===== src/rtl/core_lsu_ctrl.sv =====
// core_lsu_ctrl: MEM-stage load/store sequencer with req/ack data-memory handshake
module core_lsu_ctrl #(
  parameter int XLEN   = 64,
  parameter int ADDR_W = 32
) (
  input  logic              clk,
  input  logic              rst_n,
  input  logic              mem_valid_i,
  input  logic              is_load_i,
  input  logic              is_store_i,
  input  logic [2:0]        funct3_i,
  input  logic [XLEN-1:0]   addr_i,
  input  logic [XLEN-1:0]   wdata_i,
  input  logic              flush_i,
  output logic              stall_o,
  output logic              done_o,
  output logic [XLEN-1:0]   rdata_o,
  output logic              err_o,
  output logic              dm_req_o,
  output logic              dm_we_o,
  output logic [ADDR_W-1:0] dm_addr_o,
  output logic [XLEN-1:0]   dm_wdata_o,
  output logic [7:0]        dm_wstrb_o,
  input  logic              dm_ack_i,
  input  logic [XLEN-1:0]   dm_rdata_i
);
  typedef enum logic [1:0] {IDLE, WAIT, RESP} state_t;
  state_t state;
  logic drop, acc, legal, aligned, start, kill;
  logic [2:0] f3, off;
  logic [7:0] strb;
  logic [XLEN-1:0] s, ext;
  logic unused_addr;
  assign unused_addr = ^addr_i[XLEN-1:ADDR_W];
  // access decode: legality, alignment, strobes and load extension
  always_comb begin
    acc     = mem_valid_i & ~flush_i & (is_load_i | is_store_i);
    legal   = (is_load_i ^ is_store_i) & (is_load_i ? funct3_i != 3'd7 : ~funct3_i[2]);
    aligned = funct3_i[1:0] == 2'd0 ? 1'b1 :
              funct3_i[1:0] == 2'd1 ? ~addr_i[0] :
              funct3_i[1:0] == 2'd2 ? addr_i[1:0] == 2'd0 : addr_i[2:0] == 3'd0;
    start   = state == IDLE & acc & legal & aligned;
    err_o   = rst_n & state == IDLE & acc & ~(legal & aligned);
    stall_o = rst_n & (start | state == WAIT);
    kill    = drop | flush_i;
    strb    = funct3_i[1:0] == 2'd0 ? 8'h01 << addr_i[2:0] :
              funct3_i[1:0] == 2'd1 ? 8'h03 << addr_i[2:0] :
              funct3_i[1:0] == 2'd2 ? 8'h0F << addr_i[2:0] : 8'hFF;
    s       = dm_rdata_i >> {off, 3'b000};
    ext     = f3 == 3'd0 ? {{(XLEN-8){s[7]}}, s[7:0]} :
              f3 == 3'd1 ? {{(XLEN-16){s[15]}}, s[15:0]} :
              f3 == 3'd2 ? {{(XLEN-32){s[31]}}, s[31:0]} :
              f3 == 3'd4 ? {{(XLEN-8){1'b0}}, s[7:0]} :
              f3 == 3'd5 ? {{(XLEN-16){1'b0}}, s[15:0]} :
              f3 == 3'd6 ? {{(XLEN-32){1'b0}}, s[31:0]} : s;
  end
  // handshake FSM; a flushed access still waits for its ack but retires silently
  always_ff @(posedge clk or negedge rst_n) begin
    if (!rst_n) begin
      state      <= IDLE;
      drop       <= 1'b0;
      f3         <= 3'd0;
      off        <= 3'd0;
      done_o     <= 1'b0;
      rdata_o    <= '0;
      dm_req_o   <= 1'b0;
      dm_we_o    <= 1'b0;
      dm_addr_o  <= '0;
      dm_wdata_o <= '0;
      dm_wstrb_o <= 8'h00;
    end else if (state == IDLE) begin
      if (start) begin
        state      <= WAIT;
        drop       <= 1'b0;
        f3         <= funct3_i;
        off        <= addr_i[2:0];
        dm_req_o   <= 1'b1;
        dm_we_o    <= is_store_i;
        dm_addr_o  <= {addr_i[ADDR_W-1:3], 3'b000};
        dm_wdata_o <= wdata_i << {addr_i[2:0], 3'b000};
        dm_wstrb_o <= is_store_i ? strb : 8'h00;
      end
    end else if (state == WAIT) begin
      if (flush_i) drop <= 1'b1;
      if (dm_ack_i) begin
        dm_req_o <= 1'b0;
        done_o   <= ~kill;
        state    <= kill ? IDLE : RESP;
        if (!dm_we_o && !kill) rdata_o <= ext;
      end
    end else begin
      done_o <= 1'b0;
      state  <= IDLE;
    end
  end
endmodule


===== config.mk =====
export PLATFORM = sky130hd
export DESIGN_NAME = core_lsu_ctrl
export DESIGN_NICKNAME = d
export VERILOG_FILES = /design/src/rtl/core_lsu_ctrl.sv
export SDC_FILE = /design/constraint.sdc
export NUM_CORES = 1
export LEC_CHECK = 0
export BUFFER_PORTS_ARGS = -buffer_cell sky130_fd_sc_hd__buf_2
export CORE_ASPECT_RATIO = 0.6
export CORE_MARGIN = 4
export CORE_UTILIZATION = 56
export CTS_BUF_LIST = sky130_fd_sc_hd__clkbuf_2 sky130_fd_sc_hd__clkbuf_4 sky130_fd_sc_hd__clkbuf_8
export DETAILED_ROUTE_END_ITERATION = 6
export GPL_ROUTABILITY_DRIVEN = 0
export PLACE_DENSITY_LB_ADDON = 0.15
export SYNTH_ARGS = -nofsm -noshare
export SYNTH_HDL_FRONTEND = slang
export SYNTH_SLANG_ARGS = --single-unit
export TNS_END_PERCENT = 50

===== constraint.sdc =====
create_clock -name clk -period 6.2 [get_ports clk]
set_input_delay 1.24 -clock clk [delete_from_list [all_inputs] [get_ports clk]]
set_output_delay 1.24 -clock clk [all_outputs]
set_load 0.05 [all_outputs]

======== After elaboration in Yosys (flattened, before gate mapping) ========
Cells that the tools add are included.
W data, S select, Z words.
operators by class
  bitwise operators ....................... 21
  shift operators ......................... 5
  equality and inequality tests ........... 12
  multiplexer cells ....................... 29
  reduce and logical (&&, ||, !) cells .... 17
operators with widths
  operator               count
  $mux W64               6
  $shl A64 B6 Y64        1
  $shr A64 B6 Y64        1
  $mux W8                4
  $mux W1                14
  $and A1 B1 Y1          11
  $mux W2                5
  $eq A3 B3 Y1 const B   3
  $shl A1 B3 Y8 const A  1
  $shl A2 B3 Y8 const A  1
  $shl A4 B3 Y8 const A  1
  $logic_not A2 Y1       3
  $logic_not A3 Y1       2
  $ne A3 B3 Y1 const B   2
  $not A1 Y1             6
  $reduce_and A2 Y1      3
  $reduce_and A3 Y1      2
  $reduce_bool A2 Y1     3
  $eq A2 B1 Y1 const B   2
  $ne A2 B2 Y1 const B   2
  $reduce_and A4 Y1      1
  $eq A3 B1 Y1 const B   1
  $eq A3 B2 Y1 const B   1
  $or A1 B1 Y1           3
  other kinds (4)        5
word-level totals
  input bits .............................. 202
  bits in registers ....................... 177
  output and inout port bits .............. 173

======== Longest topological paths before layout ========
Gate-level depths: netlist of the first run.
  depth in word-level cells ............... 8
  mapped depth ............................ 12
  gate-level depth less buffers ........... 7

======== Least setup slack after synthesis of the first run ========
No wires, ideal clock.
  kind .................................... in2out
  start ................................... in addr_i[1]
  end ..................................... out stall_o
  data arrival time ....................... 4.448 ns
  setup slack ............................. 0.512 ns
  cell stages on the path ................. 11
  data required time ...................... 4.960 ns
  path buffers ............................ 5
  path through ............................ clkbuf_1 -> inv_1 -> clkbuf_1 -> clkbuf_1 -> ha_1 -> a21bo_2 -> nand2_1 -> nand4_1 -> clkbuf_1 -> clkbuf_1 -> a21boi_0
on the way
  longest elaborated chain between the ends .. 7
  elaborated cells between the ends (all ways) .. 8
  classes of those cells .................. mux: 3; bitwise: 3; reduce/logical: 2
RTL lines
  item                                                         line  text
  start, declared                                              12    input logic [XLEN-1:0] addr_i,
  $logic_not A3 Y1 / $logic_not A2 Y1 (equally long branches)  41    funct3_i[1:0] == 2'd2 ? addr_i[1:0] == 2'd0 : addr_i[2:0] == 3'd0;
  $mux W1 *                                                    41
  $mux W1 *                                                    40    funct3_i[1:0] == 2'd1 ? ~addr_i[0] :
  $mux W1 *                                                    39    aligned = funct3_i[1:0] == 2'd0 ? 1'b1 :
  $and A1 B1 Y1 *                                              42    start = state == IDLE & acc & legal & aligned;
  $or A1 B1 Y1 *                                               44    stall_o = rst_n & (start | state == WAIT);
  $and A1 B1 Y1 *                                              44
  end, declared                                                15    output logic stall_o,
Mark *: on every way between the ends. The rest lies on a longest branch, timed or not.

======== Final worst setup path of the first run ========
  start ................................... in is_store_i
  end ..................................... out stall_o
on the way
  longest elaborated chain between the ends .. 7
  elaborated cells between the ends (all ways) .. 9
  classes of those cells .................. bitwise: 9
RTL lines
  item                           line  text
  start, declared                10    input logic is_store_i,
  $or A1 B1 Y1                   37    acc = mem_valid_i & ~flush_i & (is_load_i | is_store_i);
  $and A1 B1 Y1                  37
  $and A1 B1 Y1                  42
  $and A1 B1 Y1 * (2 in series)  42
  $or A1 B1 Y1 *                 44
  $and A1 B1 Y1 *                44
Marks and branches as above.

==> summary.txt, run 1 <==
Worst setup path
  • WS Path Type: in -> out
  • WP data required: just under 5000 ps
  • Worst EP arrival: around 3100 ps
  • Endpoint class of the critical path: primary output
  • CP Max Fanout: 6
  • Setup crit start kind: input pin

Synthesis
  • Synth unique cells: between 50 and 60
  • Dominant combinational cell family by area after synthesis: multiplexers
  • EDFF count, synth: 0
  • Post-synthesis compound-gate area fraction: 19.1%
  • Synthesized area per cell: around 9.5 um^2
  • Post-Synth XOR/XNOR Area: 0%
  • Multiplexer area fraction after synthesis: between 10% and 20%
  • Primary FF master, synth: dfrtp_1
  • Synth Warn #: 0
  • Yosys reg bits: 177
  • Post-Synth Simple-Gate Area: approximately 13%
  • Fraction of registers with async set/reset: between 90% and 100%
  • Adder-cell share of the synthesized area: approximately 1.3%
  • Sequential-to-total area share from yosys stat: approximately 43%
  • Post-Syn Instances: 1097
  • Synth Cell Area: 10400 um^2

Drt
  • Drt total wl: approximately 35000 um
  • Wire length on met3: roughly 4900 um
  • Routed wire per std cell: around 21 um
  • Via/cell ratio: roughly 6.0
  • DR pass1 iterations: 6
  • Drt drc: 0
  • Routed length on met2: roughly 14000 um
  • WL met1: 15800 um
  • Vias post-DR: roughly 9800
  • Top Metal Used: met5
  • Final antenna-violating net count: 0
  • Initial DRC Count: ~1200

Clock network
  • Clock slew at reported path FFs: about 80 ps
  • CTS max path bufs: 2
  • Number of gates resized after CTS: 0
  • Cts hold-fix bufs: 0
  • CTS buffer count: 17
  • CTS tree: done
  • Worst skew pair latency: roughly 480 ps
  • H-tree depth: 4
  • Post-CTS setup buffers: 0
  • Root buffer cell: clkbuf_8
  • CTS sink cnt: roughly 180

Global route
  • First-pass GRT wire length: around 52000 um
  • Largest net degree at the start of global routing: 105
  • Total track usage: roughly a third
  • Congestion Overflow GR: 0
  • Antenna violations before repair: 2
  • Vias in the first global route: between 9000 and 10000

Layout
  • Share of layout cells above drive strength 1: between 30% and 40%
  • Area grow syn2layout: 20.1%
  • Non-Filler Instances: around 1600
  • Final nets: ~1600
  • Fin area: approximately 12000 um^2
  • Final core utilization: 68.9%

Power
  • Design Power: around 5.9 mW
  • Gate power share: 56.1%
  • Sequential power share: 30.8%
  • Pwr dens: 473 nW/um^2
  • Sw Share: 52.7%
  • Peak VDD IR: a little over 0.4 mV
  • P_sw: ~3.1 mW
  • Clock power frac: between 10% and 20%
  • Leak: 6.11 nW
  • Internal Dissipation: about 2.8 mW

STA
  • Setup TNS: 0 ps
  • Clk_skew: between 15 and 20 ps
  • RSZ-0062 raised after global routing: false
  • Final Worst Setup Slack: 1850 ps
  • Worst hold margin: between 400 and 500 ps
  • Peak Freq: between 200 and 250 MHz
  • Minimum clock period: about 4400 ps
  • Final Setup Violations: 0
  • Max-slew violations: 0
  • Final Hold Viols: 0
  • Final Cycle Share: approximately 70%
  • Slew @ Worst Pin: approximately 1100 ps
  • Relative slew slack: 28.4%

Floorplanning
  • Die width: ~180 um
  • Top Ports: approximately 380
  • Initial Util: ~57%
  • Die area: 20900 um^2
  • Height of the die: ~110 um
  • CORE AREA: 18100 um^2
  • Cell Rows: 38

Placed design
  • DP Wirelength: around 26000 um
  • Inst Count DP: around 1600
  • DP Area: 12100 um^2
  • Port Buf Inserts: roughly 340
  • Post-Place Setup Slack: approximately 1700 ps

Run
  • Max Cap Violations: 0

Hold path
  • Hold Crit Class: reg -> reg

Run status
  • Status: completed
==> critical path, cell delays in order <==
cell,delay [ps]
buf_2,130
inv_1,150
ha_1,240
nand2b_1,140
nor4_1,430
nand4_1,250
a21boi_0,230
buf_2,300
==> synthesized netlist by cell type (11+ instances only) <==
| master | n | share of area (%) |
|---|---|---|
| nand2_1 | 210 | 7.6 |
| dfrtp_1 | 177 | 43 |
| o21ai_0 | 104 | 5.0 |
| mux2i_1 | 89 | 8.6 |
| a21oi_1 | 72 | 3.5 |
| nor2_1 | 66 | 2.4 |
| clkbuf_1 | 58 | 2.1 |
| mux2_2 | 58 | 6.3 |
| o31ai_1 | 28 | 2.0 |
| buf_2 | 24 | 1.2 |
| o22a_1 | 24 | 2.0 |
| mux4_2 | 22 | 4.8 |
| o21a_1 | 16 | 1.2 |
| and3_1 | 11 | 0.66 |
| ha_1 | 11 | 1.3 |
| o211ai_1 | 11 | 0.80 |
==> flip-flops by register name, indices dropped and copies added, names as in the netlist <==
register	flops
off	3
rdata_o	64
dm_wstrb_o	8
done_o	1
state	2
dm_req_o	1
drop	1
dm_we_o	1
f3	3
dm_wdata_o	64
dm_addr_o	29
==> area by class of cell <==
class / instances / area, um^2
Antenna cell: 1 / 2.50
Clock buffer: 23 / 298
Clock inverter: 7 / 78.8
Fill cell: 1485 / 5640
Inverter: 11 / 41.3
Multi-Input combinational cell: 817 / 5520
Sequential cell: 177 / 4430
Tap cell: 240 / 300
Timing Repair Buffer: 352 / 1800
==> logic make-up (layout without fill, tap and decap cells) <==
kind of cell | after synthesis | count (layout)
AND/OR/NAND/NOR | 323 | 323
AO/OA/AOI/OAI | 311 | 311
flip-flops | 177 | 177
multiplexers | 169 | 169
buffers and inverters | 105 | 393
adder cells (fa/ha/maj) | 11 | 11
other | 1 | 4
==> power by group through the flow <==
stage | Clock, mW | Combinational, mW | Sequential (mW)
final | 0.778 | 3.31 | 1.82
after global routing | 0.845 | 3.49 | 1.87
after CTS | 0.795 | 3.29 | 1.81
after detailed placement | 0 | 3.28 | 1.83
after global placement | 0 | 3.24 | 1.81
after floorplan | 0 | 1.09 | 3.15
==> routing by layer <==
layer / vias up / global-route usage, %
li1: 4490 / -
met1: 4621 / 51.6
met2: 599 / 42.0
met3: 48 / 12.3
met4: 2 / 8.57
met5: - / 0
==> layout by cell type (no fill, tap or decap), types with 4 or more instances in the layout <==
master and instances:
nor2b_1 8, mux2_2 58, clkbuf_8 21, inv_1 10, nor3_1 9, ha_1 11
o21ai_0 104, nor2_1 66, o31ai_1 28, mux2i_1 89, a32oi_1 8, o21a_1 16
a31oi_1 10, buf_2 338, and3_1 11, dfrtp_1 175, a21oi_1 71, o2bb2ai_1 8
nand2b_1 5, buf_4 13, o22a_1 24, mux4_2 22, nand2_1 210, o211ai_1 11
a211oi_1 7, o32ai_1 4
==> path summary, 6_finish.rpt <==
check | start | to | slack, ps | cells after the start
hold / removal | dm_wstrb_o[1] | dm_wstrb_o[1] | 470 | 2
setup / recovery | is_store_i | stall_o | 1850 | 8
hold reg to reg | dm_wstrb_o[1] | dm_wstrb_o[1] | 470 | 2
min in group asynchronous | rst_n | rdata_o[14] | 680 | 1
setup reg to reg | off[1] | rdata_o[28] | 2570 | 6
max in group asynchronous | rst_n | rdata_o[15] | 4230 | 2
No activity file was read; power rests on OpenSTA's default activity.
==> inputs of run 2 (changes only) <==
--- a/config.mk
+++ b/config.mk
@@ -8,7 +8,7 @@
 export BUFFER_PORTS_ARGS = -buffer_cell sky130_fd_sc_hd__buf_2
 export CORE_ASPECT_RATIO = 0.6
 export CORE_MARGIN = 4
-export CORE_UTILIZATION = 56
+export CORE_UTILIZATION = 47
 export CTS_BUF_LIST = sky130_fd_sc_hd__clkbuf_2 sky130_fd_sc_hd__clkbuf_4 sky130_fd_sc_hd__clkbuf_8
 export DETAILED_ROUTE_END_ITERATION = 6
 export GPL_ROUTABILITY_DRIVEN = 0
==> constraint.sdc (replaced) <==
create_clock -name clk -period 3.66 [get_ports clk]
set_input_delay 0.732 -clock clk [delete_from_list [all_inputs] [get_ports clk]]
set_output_delay 0.732 -clock clk [all_outputs]
set_load 0.05 [all_outputs]
==> run 2 against run 1 <==
Net effect:
- first-iteration DRC count fell by 4.2%
- design area rose by 1.1%
- critical endpoint unchanged
- global-route usage fell by 3.5 points
- highest routed layer is now met4
- critical path depth did not move
- hold slack got worse by 290 ps
- clock-buffer cell count fell by 3
==> summary.txt, run 2 (synthesis results as in run 1) <==
Power
  • Gate power share: between 50% and 60%
  • Sw Share: 53.1%
  • Design Power: just over 10 mW
  • Peak VDD IR: 0.658 mV
  • Clock power frac: 13.4%
  • P_sw: 5.34 mW
  • Internal Dissipation: ~4.7 mW
  • Leak: between 6 and 7 nW
  • Pwr dens: 797 nW/um^2
  • Sequential power share: a little over 30%

Drt
  • Routed wire per std cell: 22.0 um
  • Vias post-DR: between 9000 and 10000
  • Final antenna-violating net count: 0
  • Drt drc: 0
  • Via/cell ratio: roughly 5.9
  • DR pass1 iterations: 5
  • Initial DRC Count: 1148
  • Drt total wl: about 37000 um

Layout
  • Most frequent cells in the layout: 338 x buf_2, 210 x nand2_1, 175 x dfrtp_1
  • Final nets: 1594
  • Regs by FF count: dm_wdata_o x64, rdata_o x64, dm_addr_o x29
  • Commonest non-fill, non-tap cell in the layout: buf_2
  • Fin area: between 10000 and 15000 um^2
  • # fillers: approximately 1900
  • Area grow syn2layout: 21.5%
  • Share of layout cells above drive strength 1: around a third

Placed design
  • DP Area: roughly 12000 um^2
  • Port Buf Inserts: around 340
  • Post-Place Setup Slack: 342 ps
  • DP Wirelength: 27700 um

STA
  • Slew @ Worst Pin: between 900 and 1000 ps
  • Peak Freq: about 300 MHz
  • Minimum clock period: around 3300 ps
  • Setup TNS: 0 ps
  • Clk_skew: approximately 17 ps
  • RSZ-0062 raised after global routing: false
  • Worst hold margin: about 190 ps
  • Final Worst Setup Slack: approximately 320 ps
  • Max-slew violations: 0
  • Final Cycle Share: 91.2%
  • Final Setup Violations: 0
  • Final Hold Viols: 0
  • Relative slew slack: about two fifths

Worst setup path
  • Slowest cell on crit path: nor4_1
  • Setup crit start kind: input pin
  • Worst EP arrival: between 2000 and 3000 ps
  • Cells along the critical path: buf_2 > inv_1 > ha_1 > nand2b_1 > nor4_1 > nand4_1 > a21boi_4 > buf_2
  • Endpoint class of the critical path: primary output
  • WP data required: 2930 ps
  • CP Max Fanout: 5
  • Crit path largest cell delay: approximately 420 ps
  • WS Path Type: in -> out
  • Most numerous cell on the critical path: buf_2

Floorplanning
  • Die width: between 150 and 200 um
  • Height of the die: 123 um
  • CORE AREA: 21300 um^2
  • Die area: 24600 um^2
  • Cell Rows: 41
  • Top Ports: 375
  • Initial Util: 48.7%

Clock network
  • Cts hold-fix bufs: 0
  • CTS sink cnt: 177
  • Worst skew pair latency: 470 ps
  • Number of gates resized after CTS: 0
  • Post-CTS setup buffers: 0
  • H-tree depth: 4
  • Root buffer cell: clkbuf_8
  • Clock slew at reported path FFs: around 90 ps
  • CTS tree: done
  • CTS buffer count: 17
  • CTS max path bufs: 2

Global route
  • First-pass GRT wire length: 54200 um
  • Congestion Overflow GR: 0
  • Largest net degree at the start of global routing: 188
  • Antenna violations before repair: 0
  • Vias in the first global route: 9049
  • Total track usage: between 20% and 30%

Run
  • Max Cap Violations: 0

Hold path
  • Hold Crit Class: in -> async

Run status
  • Status: completed
## run 2: changes by cell type in the layout (fill, tap and decap cells not counted), moves of 2 or more
cell      change
inv_6         +5
buf_4         +2
clkbuf_8      -2
buf_12        +3
## run 2: cell type report
| class | instances | area (um^2) | area share (%) |
|---|---|---|---|
| antenna | 2 | 5.00 | 0.0397 |
| clock inverter | 12 | 120 | 0.952 |
| sequential | 177 | 4430 | 35.1 |
| tap | 279 | 349 | 2.77 |
| timing repair buffer | 357 | 1880 | 14.9 |
| multi-input combinational | 817 | 5530 | 43.8 |
| clock buffer | 20 | 263 | 2.08 |
| inverter | 11 | 41.3 | 0.327 |
## run 2: per-layer routing
| layer | vias to the layer above | track usage, % | share of wire, % |
|---|---|---|---|
| met5 | - | 0 | 0 |
| met1 | 4718 | 47.0 | 47 |
| met3 | 45 | 12.3 | 14 |
| li1 | 4504 | - | - |
| met4 | 0 | 6.91 | 1.8 |
| met2 | 582 | 35.2 | 38 |
## run 2: power by group through the flow
stage	clock network, mW	logic, mW	registers, mW
2_1_floorplan	0	1.85	5.33
3_3_place_gp	0	5.53	3.09
3_5_place_dp	0	5.58	3.11
4_1_cts	1.39	5.59	3.08
5_1_grt	1.49	5.95	3.16
6_report	1.35	5.62	3.08
## run 2: worst paths after layout
| check | from | to | slack (ps) | depth (start not counted) |
|---|---|---|---|---|
| max in group asynchronous | rst_n | off[0] | 2340 | 2 |
| worst min-delay path | rst_n | drop | 190 | 1 |
| worst max register to register | off[0] | rdata_o[50] | 930 | 6 |
| worst min register to register | dm_wstrb_o[6] | dm_wstrb_o[6] | 480 | 2 |
| min in group clk | dm_wstrb_o[6] | dm_wstrb_o[6] | 480 | 2 |
| worst max-delay path | is_store_i | stall_o | 320 | 8 |
## run 2: through the flow
step | util, % | std cells
finish | 59.1 | 1675
global route | 59.1 | 1673
CTS | 59.1 | 1673
detailed placement | 57.3 | 1641
global placement | 57.3 | 1641
floorplan | - | 1099
## run 2: worst max-delay path, delay by kind of cell
kind | cells | cell delay [ps]
adders and majority gates | 1 | 200
and+or+nand+nor | 3 | 940
AOI/OAI and AO/OA | 1 | 220
buffers and inverters | 3 | 500
